$ cat src/rtl/alu_request_arbiter.sv
// rtl/alu_request_arbiter.sv - two-requester round-robin arbiter in front of a shared 8-bit ALU
//
// Purpose:
//   Arbitrates between requester 0 (switch/button front-end) and requester 1
//   (self-test generator), latches the winner's opcode and operands, strobes
//   the ALU, waits ALU_LAT cycles, captures the 16-bit result with
//   zero/negative/carry/overflow flags and pulses done to the winner.
//
// Ports:
//   clk, rst_n           clock, asynchronous active-low reset
//   req[1:0]             per-requester request, held until its done
//   op0/op1, a0/b0/a1/b1 per-requester opcode and operands
//   gnt[1:0]             one-hot grant, ISSUE through RESP
//   done[1:0]            one-cycle completion pulse to the granted requester
//   rsp_result, rsp_*    captured result and flags, held until the next capture
//   alu_a/alu_b/alu_op   latched operands/opcode towards the ALU
//   alu_start            one-cycle issue strobe
//   alu_result           ALU output, sampled at the end of WAIT

module alu_request_arbiter #(
    parameter int ALU_LAT = 1   // legal range 1..15
) (
    input  logic        clk,
    input  logic        rst_n,
    input  logic [1:0]  req,
    input  logic [2:0]  op0,
    input  logic [2:0]  op1,
    input  logic [7:0]  a0,
    input  logic [7:0]  b0,
    input  logic [7:0]  a1,
    input  logic [7:0]  b1,
    output logic [1:0]  gnt,
    output logic [1:0]  done,
    output logic [15:0] rsp_result,
    output logic        rsp_zero,
    output logic        rsp_neg,
    output logic        rsp_carry,
    output logic        rsp_ovf,
    output logic [7:0]  alu_a,
    output logic [7:0]  alu_b,
    output logic [2:0]  alu_op,
    output logic        alu_start,
    input  logic [15:0] alu_result
);

    typedef enum logic [1:0] {
        S_IDLE  = 2'd0,
        S_ISSUE = 2'd1,
        S_WAIT  = 2'd2,
        S_RESP  = 2'd3
    } state_t;

    localparam logic [3:0] WAIT_LOAD = 4'(ALU_LAT - 1);

    localparam logic [2:0] OP_ADD = 3'd0;
    localparam logic [2:0] OP_INC = 3'd1;
    localparam logic [2:0] OP_SUB = 3'd2;
    localparam logic [2:0] OP_MUL = 3'd3;

    state_t     state;
    state_t     state_nx;
    logic [3:0] wait_cnt;
    logic       rr_pri;     // requester that wins when both request
    logic       winner;
    logic       grant_now;

    // Flag values computed from the latched operands and the live ALU output,
    // registered together with the result at the end of WAIT.
    logic [7:0] res_lo;
    logic       f_zero;
    logic       f_neg;
    logic       f_carry;
    logic       f_ovf;

    // ---------------------------------------------------------------
    // Arbitration
    // ---------------------------------------------------------------
    always_comb begin
        grant_now = (state == S_IDLE) && (req != 2'b00);
        unique case (req)
            2'b01:   winner = 1'b0;
            2'b10:   winner = 1'b1;
            default: winner = rr_pri;
        endcase
    end

    // ---------------------------------------------------------------
    // FSM
    // ---------------------------------------------------------------
    always_ff @(posedge clk or negedge rst_n) begin
        if (!rst_n) begin
            state <= S_IDLE;
        end else begin
            state <= state_nx;
        end
    end

    always_comb begin
        state_nx = state;
        unique case (state)
            S_IDLE:  if (grant_now) state_nx = S_ISSUE;
            S_ISSUE: state_nx = S_WAIT;
            S_WAIT:  if (wait_cnt == 4'd0) state_nx = S_RESP;
            S_RESP:  state_nx = S_IDLE;
            default: state_nx = S_IDLE;
        endcase
    end

    // Strobes decoded from state so that reset clears them immediately.
    assign alu_start = (state == S_ISSUE);
    assign done      = (state == S_RESP) ? gnt : 2'b00;

    // ---------------------------------------------------------------
    // Flags
    // ---------------------------------------------------------------
    always_comb begin
        res_lo  = alu_result[7:0];
        f_zero  = (alu_result == 16'h0000);
        f_neg   = res_lo[7];
        f_carry = 1'b0;
        f_ovf   = 1'b0;
        unique case (alu_op)
            OP_ADD: begin
                f_carry = alu_result[8];
                f_ovf   = (alu_a[7] == alu_b[7]) && (res_lo[7] != alu_a[7]);
            end
            OP_INC: begin
                f_ovf = (alu_a == 8'h7F);
            end
            OP_SUB: begin
                f_carry = (alu_a < alu_b);
                f_ovf   = (alu_a[7] != alu_b[7]) && (res_lo[7] != alu_a[7]);
            end
            OP_MUL: begin
                f_neg = alu_result[15];
                f_ovf = (alu_result[15:8] != {8{alu_result[7]}});
            end
            default: begin
                f_carry = 1'b0;
                f_ovf   = 1'b0;
            end
        endcase
    end

    // ---------------------------------------------------------------
    // Datapath registers
    // ---------------------------------------------------------------
    always_ff @(posedge clk or negedge rst_n) begin
        if (!rst_n) begin
            gnt        <= 2'b00;
            rr_pri     <= 1'b0;
            wait_cnt   <= 4'd0;
            alu_a      <= 8'h00;
            alu_b      <= 8'h00;
            alu_op     <= 3'd0;
            rsp_result <= 16'h0000;
            rsp_zero   <= 1'b0;
            rsp_neg    <= 1'b0;
            rsp_carry  <= 1'b0;
            rsp_ovf    <= 1'b0;
        end else begin
            unique case (state)
                S_IDLE: begin
                    if (grant_now) begin
                        alu_op <= winner ? op1 : op0;
                        alu_a  <= winner ? a1  : a0;
                        alu_b  <= winner ? b1  : b0;
                        gnt    <= winner ? 2'b10 : 2'b01;
                        rr_pri <= ~winner;
                    end
                end
                S_ISSUE: begin
                    wait_cnt <= WAIT_LOAD;
                end
                S_WAIT: begin
                    if (wait_cnt != 4'd0) begin
                        wait_cnt <= wait_cnt - 4'd1;
                    end else begin
                        rsp_result <= alu_result;
                        rsp_zero   <= f_zero;
                        rsp_neg    <= f_neg;
                        rsp_carry  <= f_carry;
                        rsp_ovf    <= f_ovf;
                    end
                end
                S_RESP: begin
                    gnt <= 2'b00;
                end
                default: begin
                    gnt <= 2'b00;
                end
            endcase
        end
    end

endmodule
$ cat config.mk
export PLATFORM = sky130hd
export DESIGN_NAME = alu_request_arbiter
export DESIGN_NICKNAME = d
export VERILOG_FILES = /design/src/rtl/alu_request_arbiter.sv
export SDC_FILE = /design/constraint.sdc
export NUM_CORES = 1
export LEC_CHECK = 0
export CAP_MARGIN = 30
export CORE_MARGIN = 5
export CORE_UTILIZATION = 33
export DETAILED_ROUTE_END_ITERATION = 6
export HOLD_SLACK_MARGIN = 0.05
export PLACE_DENSITY = 0.67
export REMOVE_ABC_BUFFERS = 1
export SYNTH_ARGS = -nofsm -noshare
export SYNTH_HDL_FRONTEND = slang
export SYNTH_SLANG_ARGS = --single-unit
$ cat constraint.sdc
create_clock -name clk -period 1.7 [get_ports clk]
set_input_delay 0.255 -clock clk [delete_from_list [all_inputs] [get_ports clk]]
set_output_delay 0.255 -clock clk [all_outputs]
set_load 0.05 [all_outputs]
==> results of run 1 <==
registers in the layout (all words and copies together) (netlist names):
register    count
gnt             2
alu_op          3
rr_pri          1
rsp_neg         1
state           2
rsp_zero        1
wait_cnt        4
rsp_ovf         1
rsp_carry       1
alu_a           8
alu_b           8
rsp_result     16
critical path, cell delays in order, from the launching register on:
cell and delay [ns]:
sky130_fd_sc_hd__dfrtp_1 0.40, sky130_fd_sc_hd__inv_2 0.07, sky130_fd_sc_hd__ha_4 0.14, sky130_fd_sc_hd__nand2b_4 0.06, sky130_fd_sc_hd__nor3b_4 0.21, sky130_fd_sc_hd__buf_6 0.13, sky130_fd_sc_hd__mux2_4 0.29, sky130_fd_sc_hd__a221o_1 0.26
worst min path at each step:
| stage | slack [ns] | from | endpoint | cells past startpoint |
|---|---|---|---|---|
| 3_3_place_gp | 0.22 | rst_n | rsp_result[13] | 1 |
| 6_report | 0.42 | rst_n | rsp_result[12] | 2 |
| 3_5_place_dp | 0.23 | rst_n | rsp_result[13] | 1 |
| 2_1_floorplan | -0.04 | rst_n | alu_a[0] | 0 |
| 4_1_cts | 0.43 | rst_n | rsp_result[13] | 2 |
| 5_1_grt | 0.47 | rst_n | rsp_result[13] | 2 |
report_power, final:
part           internal [uW]  total, uW  switching, uW  leakage (uW)
clock network            519        885            366     0.0000645
registers               1660       2080            417      0.000590
logic                   2080       5120           3040       0.00126
synthesized netlist by cell type, drive strengths merged, types with 3 or more instances:
cell type,count
nor4,4
dfrtp,48
nor2,6
mux2,18
xnor2,3
nand4,5
nand2b,3
ha,14
mux2i,21
a21oi,5
nor3,3
clkbuf,4
nand2,27
o21ai,30
buf,4
nor2b,3
inv,16
nand3,3
through the flow:
step / util (%) / total power, uW / setup TNS, ns / worst slack, ns
after floorplan: - / 5170 / -24.56 / -0.956
after CTS: 54.4 / 8030 / -0.0143 / -0.0123
after global routing: 55.9 / 8620 / -0.0283 / -0.0283
after detailed placement: 50.8 / 6880 / -7.49 / -0.357
after global placement: 50.8 / 6780 / -6.52 / -0.298
final: 55.9 / 8080 / 0 / 0.0265
timing repair:
item | 4_1_cts | 5_1_grt
setup endpoints to repair | 24 | 40
hold buffers | 1 | 0
pin swaps | 2 | 4
cloned | 2 | 2
buffers inserted | 6 | 2
gates resized for setup | 12 | 18
hold endpoints to repair | 17 | 0
area by class of cell:
cell class | instances | area, sq um
Clock buffer | 7 | 96.3
Clock inverter | 1 | 30.0
Fill cell | 642 | 3210
Inverter | 16 | 60.1
Multi-Input combinational cell | 161 | 1250
Sequential cell | 48 | 1200
Tap cell | 99 | 124
Timing Repair Buffer | 135 | 1320
per-layer routing:
metal	vias to the layer above	wire, microns	GRT usage (%)
met2	74	3020	21.6
met3	5	484	4.82
met5	-	0	0
met1	1019	3000	17.9
li1	1086	-	-
met4	0	74	3.56
kinds of logic after synthesis:
logic type                 synth area share (%)
DFF                                        48.4
xor gates and xnor gates                   1.06
AOI/OAI and AO/OA                          9.48
adders and majority gates                  7.06
and+or+nand+nor                            13.4
muxes                                      16.6
buffers and inverters                      4.03
==> results by stage, run 1 <==
Run status:
- The run finished with clean final reports.

Worst setup path:
- The capture instance of the worst register-to-register path is rsp_carry.
- At the worst endpoint, the arrival time is 1.86 ns.
- The worst reg2reg path depth is 7.
- The required arrival time at the worst endpoint is 1.89 ns.
- The termination of the worst setup path is rsp_carry.
- The worst setup path is captured at a register.
- The maximum fanout along the worst path is 3.
- Tracing the worst setup path back leads to its startpoint at wait_cnt[0].
- The slack of the worst reg-to-reg path is 0.03 ns.
- The start-to-end type of the worst setup path is reg2reg.
- STA classifies the critical path startpoint as a register.
- In this run the critical register-to-register path is launched from wait_cnt[0].

Die:
- The standard-cell row count is 31.
- The initial core utilization is 34.0%.
- The width of the die is 96.7 microns.
- The area of the die is 9360 sq um.
- The top-level I/O count is 102.
- From bottom edge to top edge, the die measures 96.7 microns.
- The area of the placeable core is 7290 sq um.

Synth:
- The sequential-to-total area share from yosys stat is 48.4%.
- For this run, the number of Yosys warnings is 0.
- Ranked by total cell area, the synthesized netlist is headed by sky130_fd_sc_hd__dfrtp_1 48%, sky130_fd_sc_hd__mux2i_1 8.5%, sky130_fd_sc_hd__mux2_2 8.2%, sky130_fd_sc_hd__ha_1 7.1%, sky130_fd_sc_hd__o21ai_0 6.0%.
- In this run, synthesis inferred 0 flip-flops with an integrated enable.
- The average cell area after synthesis is 10.7 sq um.
- The number of different library cells in the post-synthesis netlist is 34.
- The cell type with the highest aggregate area in the netlist is sky130_fd_sc_hd__dfrtp_1.
- The cell count after synthesis came out at 233.
- In this run the biggest area consumer among cell types represents 48.4% of the synthesized area.
- Among all flip-flop cells after synthesis, the most frequent one is sky130_fd_sc_hd__dfrtp_1.
- Summing every instance area after synthesis gives 2480 sq um.
- In this run, synthesis produced a sequential element count of 48.
- For this run, asynchronously set or reset flops after synthesis account for 100%.

Cells and area:
- In the layout the commonest cells are 63 x sky130_fd_sc_hd__buf_4, 54 x sky130_fd_sc_hd__clkdlybuf4s50_1, 48 x sky130_fd_sc_hd__dfrtp_1.
- The number of nets at the end of the flow is 439.
- The finished cells cover 4080 sq um.
- The number of standard cells in the layout, taps in and fillers out is 467.
- Leaving out fill and tap cells, the most frequent cell in the layout is sky130_fd_sc_hd__buf_4.
- The proportion of layout cells with a drive suffix above 1 is 32.9%.
- Relative to the synthesized area, the layout overhead comes to 64.3%.
- The diode insertion count for antenna repair is 0.

Place:
- The placed standard-cell area is 3710 sq um.
- The number of placed cells counting well taps is 446.
- The placer's final routability congestion estimate is 0.726.
- Input and output buffers added on the ports amount to 101.
- Summed over all nets, the half-perimeter wirelength after detailed placement is 4870 microns.

STA:
- The part of the cycle the worst path needs is 98.4%.
- Static timing analysis puts the maximum clock frequency at 0.598 GHz.
- In this run the tightest slew margin relative to its limit is 70.6%.
- For the pin with the worst max-slew slack, the measured transition is 0.442 ns.
- The final number of max-transition violations is 0.
- Setup repair after global routing could not meet its margin everywhere.
- The final count of negative-setup-slack endpoints is 0.
- The final period demand of the worst path is 1.67 ns.
- The clock skew after layout is 0.00700 ns.
- The count of final hold-check violations is 0.
- Final hold analysis gives a worst-case slack of 0.424 ns.

CTS:
- The cell chosen for the clock root is sky130_fd_sc_hd__clkbuf_8.
- TritonCTS created 5 clock buffers.
- The later pin in the worst-skew pair is clocked with a latency of 0.30 ns.
- The clock tree buffer depth is 2.
- Clock-pin slew was measured on the worst setup and hold paths at 0.09 ns.
- The CTS H-tree depth is 2.
- CTS saw 48 sinks.
- The clock tree from TritonCTS is built.

Pwr:
- The peak ir drop on the vdd network is 0.879 mV.
- The reported leakage power is 0.00191 uW.
- The total power divided by cell area is 1980 nW/um^2.

Global routing:
- Across every metal layer, demand over resource in global routing totals 13.7%.
- The initial antenna violation count is 0.
- Entering global routing, the biggest net connects 39 pins.
- The number of global-route vias before repair is 2186.
- The first-pass GRT wire length is 10700 microns.
- The sum of overflow across all layers after global routing is 0.

Detailed routing:
- The detailed-router iteration count before antenna repair is 4.
- For this run, design rule violations remaining after detail routing come to 0.
- The overall via count from detail_route is 2184.
- After detailed routing, the average wire length per cell comes to 14.1 microns.
- The DRC violation total after the first TritonRoute iteration is 34.
- The routed design has 6580 microns of wire.
- In this run the remaining antenna-violating nets after routing total 0.
- In the routed layout, each cell is associated on average with a via count of 4.68.

Worst hold path:
- The min-delay analysis places its worst path in the category in2async.

Flow run:
- The total of max-cap violations is 0.
No activity file was read; power rests on OpenSTA's default activity.
==> run 2: changes to the inputs <==
==> constraint.sdc (replaced) <==
create_clock -name clk -period 1.7 [get_ports clk]
set_input_delay 0.255 -clock clk [delete_from_list [all_inputs] [get_ports clk]]
set_output_delay 0.255 -clock clk [all_outputs]
set_load 0.01 [all_outputs]
==> results by stage, run 2 (same netlist as run 1, synthesis figures left out) <==
Place:
- The half-perimeter wire length of the detailed placement result is 5030 microns (+3.4%).
- The number of placed cells counting well taps is 447 (+0.22%).
- The minimum setup slack after placement is -0.342 ns (+0.0150 ns).
- The count of buffers from port buffering came to 101 (unchanged).
- The placer's final routability congestion estimate is 0.709 (-2.4%).

STA:
- The count of final hold-check violations is 0 (unchanged).
- The post-route worst hold slack is 0.420 ns (-0.00372 ns).
- The headroom to the max-slew limit came to 70.1% (-0.42 points).
- The clock skew after layout is 0.0131 ns (+0.00613 ns).
- The part of the cycle the worst path needs was 100% (+1.6 points).
- The post-layout worst setup margin is -0.000563 ns (-0.0270 ns).
- The setup total negative slack was -0.000563 ns (-0.000563 ns).
- The top achievable clock speed is 0.588 GHz (-1.6%).
- The slew at the pin closest to its max-slew limit is 0.448 ns (+0.00625 ns).
- Setup repair after global routing could not meet its margin everywhere.
- The final number of max-transition violations was 0 (unchanged).
- The final count of negative-setup-slack endpoints is 1 (+1).
- The final period demand of the worst path came to 1.70 ns (+0.0270 ns).

Worst setup path:
- The worst setup path is launched from a register.
- In this run the critical register-to-register path is launched from wait_cnt[1].
- The start-to-end type of the worst setup path is reg2reg.
- The category of the worst setup path capture point is a register.
- The slack of the worst reg-to-reg path was -0.0006 ns (-0.03 ns).
- The required arrival time at the worst endpoint is 1.88 ns (about the same).
- The worst stage delay on the critical path is 0.40 ns (about the same).
- The signal arrival time at the worst endpoint came to 1.88 ns (+0.02 ns).
- The worst register-to-register path ends at rsp_result[4].
- The worst reg2reg path depth was 6 (-1).
- The slowest cell on the critical path is sky130_fd_sc_hd__dfrtp_1.
- The maximum fanout along the worst path was 8 (+5).
- The worst setup path startpoint is wait_cnt[1].
- Walking the worst path, the cells encountered are inv_2 -> ha_4 -> nand2b_4 -> nor3b_4 -> buf_4 -> mux2_2.

Run status:
- The flow ran to the end, but the final reports show violations.
- The checks that failed: negative setup slack.

Cells and area:
- The flip-flop count of the largest register after layout is 16 (unchanged).
- The largest registers in the layout are rsp_result: 16 flops, alu_a: 8 flops, alu_b: 8 flops.
- The number of fillers in the final layout was 675 (+5.1%).
- The number of standard cells in the layout, taps in and fillers out came to 464 (-0.64%).
- The share of the core filled with cells is 56.0% (+0.10 points).
- In the layout the commonest cells are 95 x sky130_fd_sc_hd__clkdlybuf4s50_1, 47 x sky130_fd_sc_hd__dfrtp_1, 27 x sky130_fd_sc_hd__nand2_1.
- The register with the most flip-flops in the final layout is rsp_result.
- Relative to the synthesized area, the layout overhead comes to 64.6%.
- The proportion of layout cells with a drive suffix above 1 is 19.5% (-13 points).
- The library cell used most frequently in the layout, excluding fill and tap cells, is sky130_fd_sc_hd__clkdlybuf4s50_1.
- The number of nets at the end of the flow is 436 (-0.68%).
- The diode insertion count for antenna repair came to 0 (unchanged).

Worst hold path:
- The tightest min-delay check is of the in2async type.

Die:
- The height of the die is 96.7 microns (unchanged).
- The top-level I/O count is 102 (unchanged).
- The area of the die was 9360 sq um (unchanged).
- The width of the die is 96.7 microns (unchanged).
- The area of the placeable core came to 7290 sq um (unchanged).
- The standard-cell row count was 31 (unchanged).
- The initial core utilization is 34.0% (unchanged).

Flow run:
- The total of max-cap violations was 0 (unchanged).

Detailed routing:
- The detailed-router iteration count before antenna repair was 4 (unchanged).
- The DRC violations left is 0 (unchanged).
- The number of routed nets with antenna violations was 0 (unchanged).
- The DRC violation total after the first TritonRoute iteration is 47 (+38%).
- The detail-routed via count per cell was 4.68 (about the same).
- The overall via count from detail_route is 2172 (-0.55%).
- The post-detailed-route wirelength per cell came to 14.7 microns (+4.4%).
- The routed wire length is 6820 microns (+3.8%).

Pwr:
- The reported leakage power is 0.00183 uW (-4.0%).
- The peak ir drop on the vdd network is 0.713 mV (-19%).
- The total power divided by cell area is 1610 nW/um^2 (-19%).

CTS:
- The CTS buffer count came to 5 (unchanged).
- The clock network latency to the later pin of the worst-skew pair is 0.30 ns (about the same).
- The CTS H-tree depth is 2 (unchanged).
- The cell chosen for the clock root is sky130_fd_sc_hd__clkbuf_8.
- The clock-pin transition on the worst setup and hold timing paths came to 0.10 ns (about the same).
- The clock tree from TritonCTS is built.
- The clock tree buffer depth is 2 (unchanged).
- The clock sink total was 48 (unchanged).

Global routing:
- The first-pass GRT wire length is 11400 microns (+6.7%).
- The pin count of the biggest net entering global routing is 39 (unchanged).
- The initial antenna violation count is 0 (unchanged).
- The overall fraction of global-route tracks in use was 14.6% (+0.87 points).
- The sum of overflow across all layers after global routing came to 0 (unchanged).
- The number of global-route vias before repair is 2326 (+6.4%).
[run 2: cell types whose count changed in the layout (fill, tap and decap cells not counted), moves of 2 or more]
| cell | change |
|---|---|
| sky130_fd_sc_hd__inv_1 | +2 |
| sky130_fd_sc_hd__buf_4 | -44 |
| sky130_fd_sc_hd__clkbuf_16 | -2 |
| sky130_fd_sc_hd__inv_2 | -2 |
| sky130_fd_sc_hd__mux2_4 | +8 |
| sky130_fd_sc_hd__dlygate4sd2_1 | +2 |
| sky130_fd_sc_hd__clkdlybuf4s50_1 | +41 |
| sky130_fd_sc_hd__clkinvlp_4 | +2 |
| sky130_fd_sc_hd__mux2_2 | -8 |
| sky130_fd_sc_hd__buf_12 | -4 |
[run 2: critical path: cells and delay by family (launching register included)]
kind                       cells  cell delay, ns
adders and majority gates      1            0.14
buffers and inverters          2            0.31
DFF                            1            0.40
muxes                          1            0.35
and+or+nand+nor                2            0.38
[run 2: final cells by class]
cell class	instances	area, sq um	share of cell area, %
Multi-Input combinational cell	161	1260	30.9
Sequential cell	48	1200	29.4
Clock buffer	6	82.6	2.02
Clock inverter	2	15.0	0.368
Inverter	16	60.1	1.47
Timing Repair Buffer	132	1340	32.8
Tap cell	99	124	3.03
[run 2: stage by stage]
stage | instance area (sq um) | total power (uW)
after floorplan | 2440 | 3690
after global placement | 3790 | 5420
after detailed placement | 3790 | 5520
after CTS | 4040 | 6570
after global routing | 4090 | 7090
final | 4090 | 6580
[run 2: routing by layer]
metal,track usage (%),vias up,routed length (microns),share of wire [%]
li1,-,1077,-,-
met1,17.4,995,2910,43
met2,24.1,87,3230,47
met5,0,-,0,0
met3,5.11,13,545,8.0
met4,5.62,0,136,2.0
[run 2: how the worst max path moves through the flow]
stage                          end  cells after the start
floorplan                   gnt[0]                      6
global placement          alu_b[2]                      7
detailed placement        alu_b[1]                      7
CTS                 rsp_result[15]                      7
global route         rsp_result[3]                      6
finish               rsp_result[4]                      6
[run 2: where the power goes]
group / internal [uW] / switching, uW
combinational: 2230 / 1550
sequential: 1660 / 412
clock: 330 / 389
total: 4230 / 2350
[run 2: repair_timing]
| action | CTS | global route |
|---|---|---|
| gates resized for setup | 19 | 26 |
| hold buffers | 1 | 0 |
| gates cloned | 3 | 0 |
| endpoints found under the setup margin | 27 | 43 |
| pin swaps | 1 | 4 |
| endpoints found under the hold margin | 17 | 0 |
| setup buffers | 5 | 1 |
==> run 3: changes to the inputs <==
--- a/config.mk
+++ b/config.mk
@@ -7,10 +7,10 @@
 export LEC_CHECK = 0
 export CAP_MARGIN = 30
 export CORE_MARGIN = 5
-export CORE_UTILIZATION = 33
+export CORE_UTILIZATION = 36
 export DETAILED_ROUTE_END_ITERATION = 6
 export HOLD_SLACK_MARGIN = 0.05
-export PLACE_DENSITY = 0.67
+export PLACE_DENSITY = 0.72
 export REMOVE_ABC_BUFFERS = 1
 export SYNTH_ARGS = -nofsm -noshare
 export SYNTH_HDL_FRONTEND = slang
==> results by stage, run 3 (same netlist as run 1, synthesis figures left out) <==
STA:
- The final number of max-transition violations is 0 (unchanged).
- The slew at the pin closest to its max-slew limit came to 0.500 ns (+0.0518 ns).
- Setup repair after global routing could not meet its margin everywhere.
- The clock skew after layout is 0.00642 ns (-0.00671 ns).
- The count of final hold-check violations is 0 (unchanged).
- The final period demand of the worst path was 1.65 ns (-0.0475 ns).
- The final count of negative-setup-slack endpoints is 0 (-1).
- The part of the cycle the worst path needs was 97.2% (-2.8 points).
- The headroom to the max-slew limit was 66.7% (-3.5 points).
- The top achievable clock speed was 0.605 GHz (+2.9%).
- The setup total negative slack is 0 ns (+0.000563 ns).

Worst setup path:
- The worst stage delay on the critical path was 0.39 ns (about the same).
- The worst reg2reg path depth is 6 (unchanged).
- The gate family responsible for the most delay along the worst path is flip-flops.
- The startpoint type of the worst setup path is a register.
- The worst setup path is captured at a register.
- The slowest stage of the critical path belongs to the cell sky130_fd_sc_hd__dfrtp_1.
- The required arrival time at the worst endpoint was 1.89 ns (about the same).
- The maximum fanout along the worst path is 3 (-5).
- The number of buffers and inverters on the critical path is 1 (-1).
- The logic depth of the worst setup path including buffers is 6 (unchanged).
- Traced cell by cell, the critical path runs through inv_2 -> ha_4 -> nand2b_4 -> nor3b_4 -> mux2_4 -> a221o_1.
- The signal arrival time at the worst endpoint is 1.84 ns (-0.04 ns).
- By startpoint and endpoint, the worst setup path is classified as reg2reg.

Detailed routing:
- The detail-routed via count per cell was 5.05 (+7.9%).
- The DRC violations left is 0 (unchanged).
- The DRC violation total after the first TritonRoute iteration came to 50 (+6.4%).
- The number of routed nets with antenna violations is 0 (unchanged).
- The routed wire length is 6450 microns (-5.5%).
- The detailed-router iteration count before antenna repair came to 4 (unchanged).
- The overall via count from detail_route was 2223 (+2.3%).
- The post-detailed-route wirelength per cell is 14.7 microns (-0.37%).

Cells and area:
- The number of fillers in the final layout is 598 (-11%).
- The library cell used most frequently in the layout, excluding fill and tap cells, is sky130_fd_sc_hd__clkdlybuf4s50_1.
- The share of the core filled with cells is 59.4% (+3.4 points).
- The number of nets at the end of the flow came to 433 (-0.69%).
- The flip-flop count of the largest register after layout was 16 (unchanged).
- In the final layout, the registers with the most flip-flops are rsp_result: 16 flops, alu_a: 8 flops, alu_b: 8 flops.
- The diode insertion count for antenna repair came to 0 (unchanged).
- The area growth from synthesis to layout is 61.8%.
- In the layout the commonest cells are 95 x sky130_fd_sc_hd__clkdlybuf4s50_1, 48 x sky130_fd_sc_hd__dfrtp_1, 29 x sky130_fd_sc_hd__o21ai_0.
- More flip-flops sit in one register than any other, and that register is rsp_result.
- The number of standard cells in the layout, taps in and fillers out was 440 (-5.2%).
- The proportion of layout cells with a drive suffix above 1 was 18.1% (-1.4 points).

Worst hold path:
- The type of the most critical hold path is in2async.

Die:
- The width of the die came to 93.0 microns (-3.8%).
- The area of the die is 8660 sq um (-7.5%).
- The initial core utilization was 36.7% (+2.7 points).
- The standard-cell row count is 30 (-3.2%).
- The top-level I/O count came to 102 (unchanged).
- The area of the placeable core came to 6760 sq um (-7.3%).
- The height of the die is 93.0 microns (-3.8%).

Global routing:
- The number of global-route vias before repair is 2325 (-0.043%).
- The overall fraction of global-route tracks in use is 15.6% (+1.0 points).
- The initial antenna violation count was 0 (unchanged).
- The pin count of the biggest net entering global routing was 39 (unchanged).
- The sum of overflow across all layers after global routing is 0 (unchanged).
- The first-pass GRT wire length is 10800 microns (-5.4%).

Run status:
- The flow ran to the end, and the final reports show no timing, DRC or antenna violations.

CTS:
- The clock network latency to the later pin of the worst-skew pair was 0.29 ns (about the same).
- The clock tree buffer depth is 2 (unchanged).
- The CTS H-tree depth was 2 (unchanged).
- The cell chosen for the clock root is sky130_fd_sc_hd__clkbuf_8.
- The clock sink total is 48 (unchanged).
- The CTS buffer count is 5 (unchanged).
- TritonCTS built the clock tree.
- The clock-pin transition on the worst setup and hold timing paths is 0.08 ns (-0.02 ns).

Place:
- The half-perimeter wire length of the detailed placement result is 4830 microns (-4.0%).
- The count of buffers from port buffering is 101 (unchanged).
- The placer's final routability congestion estimate is 0.715 (+0.79%).
- The number of placed cells counting well taps was 427 (-4.5%).

Pwr:
- The peak ir drop on the vdd network came to 0.721 mV (+1.2%).
- The overall power is 6450 uW (-2.0%).
- The reported leakage power was 0.00180 uW (-1.6%).
- The total power divided by cell area is 1600 nW/um^2 (-0.36%).

Flow run:
- The total of max-cap violations is 0 (unchanged).
## run 3: cell types whose count changed in the layout (fill, tap and decap cells not counted), moves of 6 or more
cell	previous run	this run
sky130_fd_sc_hd__mux2_2	9	17
sky130_fd_sc_hd__o21ai_1	7	1
sky130_fd_sc_hd__mux2_4	9	1
sky130_fd_sc_hd__o21ai_0	23	29
## run 3: final timing paths
path,start,endpoint,slack (ns)
max,wait_cnt[0],rsp_carry,0.05
min,rst_n,rsp_result[13],0.46
max reg2reg,wait_cnt[0],rsp_carry,0.05
min reg2reg,rsp_result[11],rsp_result[11],0.51
max in group asynchronous,rst_n,wait_cnt[2],0.71
min in group clk,rsp_result[11],rsp_result[11],0.51
## run 3: layout make-up
cell class,count,area (sq um),share of cell area (%)
tap,80,100,2.49
timing repair buffer,129,1330,33.0
sequential,48,1200,29.9
clock buffer,5,68.8,1.71
inverter,16,60.1,1.50
clock inverter,1,30.0,0.748
multi-input combinational,161,1230,30.6
## run 3: what timing repair did
action | in CTS | in global routing
endpoints found under the hold margin | 19 | 0
setup endpoints to repair | 24 | 15
pin swaps | 2 | 1
gates resized for setup | 12 | 10
buffers inserted | 2 | 2
gates cloned | 2 | 0
hold buffers | 1 | 0
## run 3: report_power, final
part           internal (uW)  total, uW  switching, uW
logic                   2140       3620           1480
registers               1660       2060            398
clock network            422        773            351
total                   4220       6450           2220
## run 3: metrics by stage
step	setup WS (ns)	hold slack, ns	instance area [sq um]
4_1_cts	-0.0282	0.456	3970
3_3_place_gp	-0.284	0.236	3760
3_5_place_dp	-0.364	0.250	3760
5_1_grt	-0.0238	0.504	4020
2_1_floorplan	-0.939	-0.0406	2440
6_report	0.0469	0.458	4020
## run 3: per-layer routing
layer	part of all wire, %	GRT usage (%)
met1	42	18.6
met2	48	26.4
met3	9.4	5.95
met4	1.1	4.03
met5	0	0
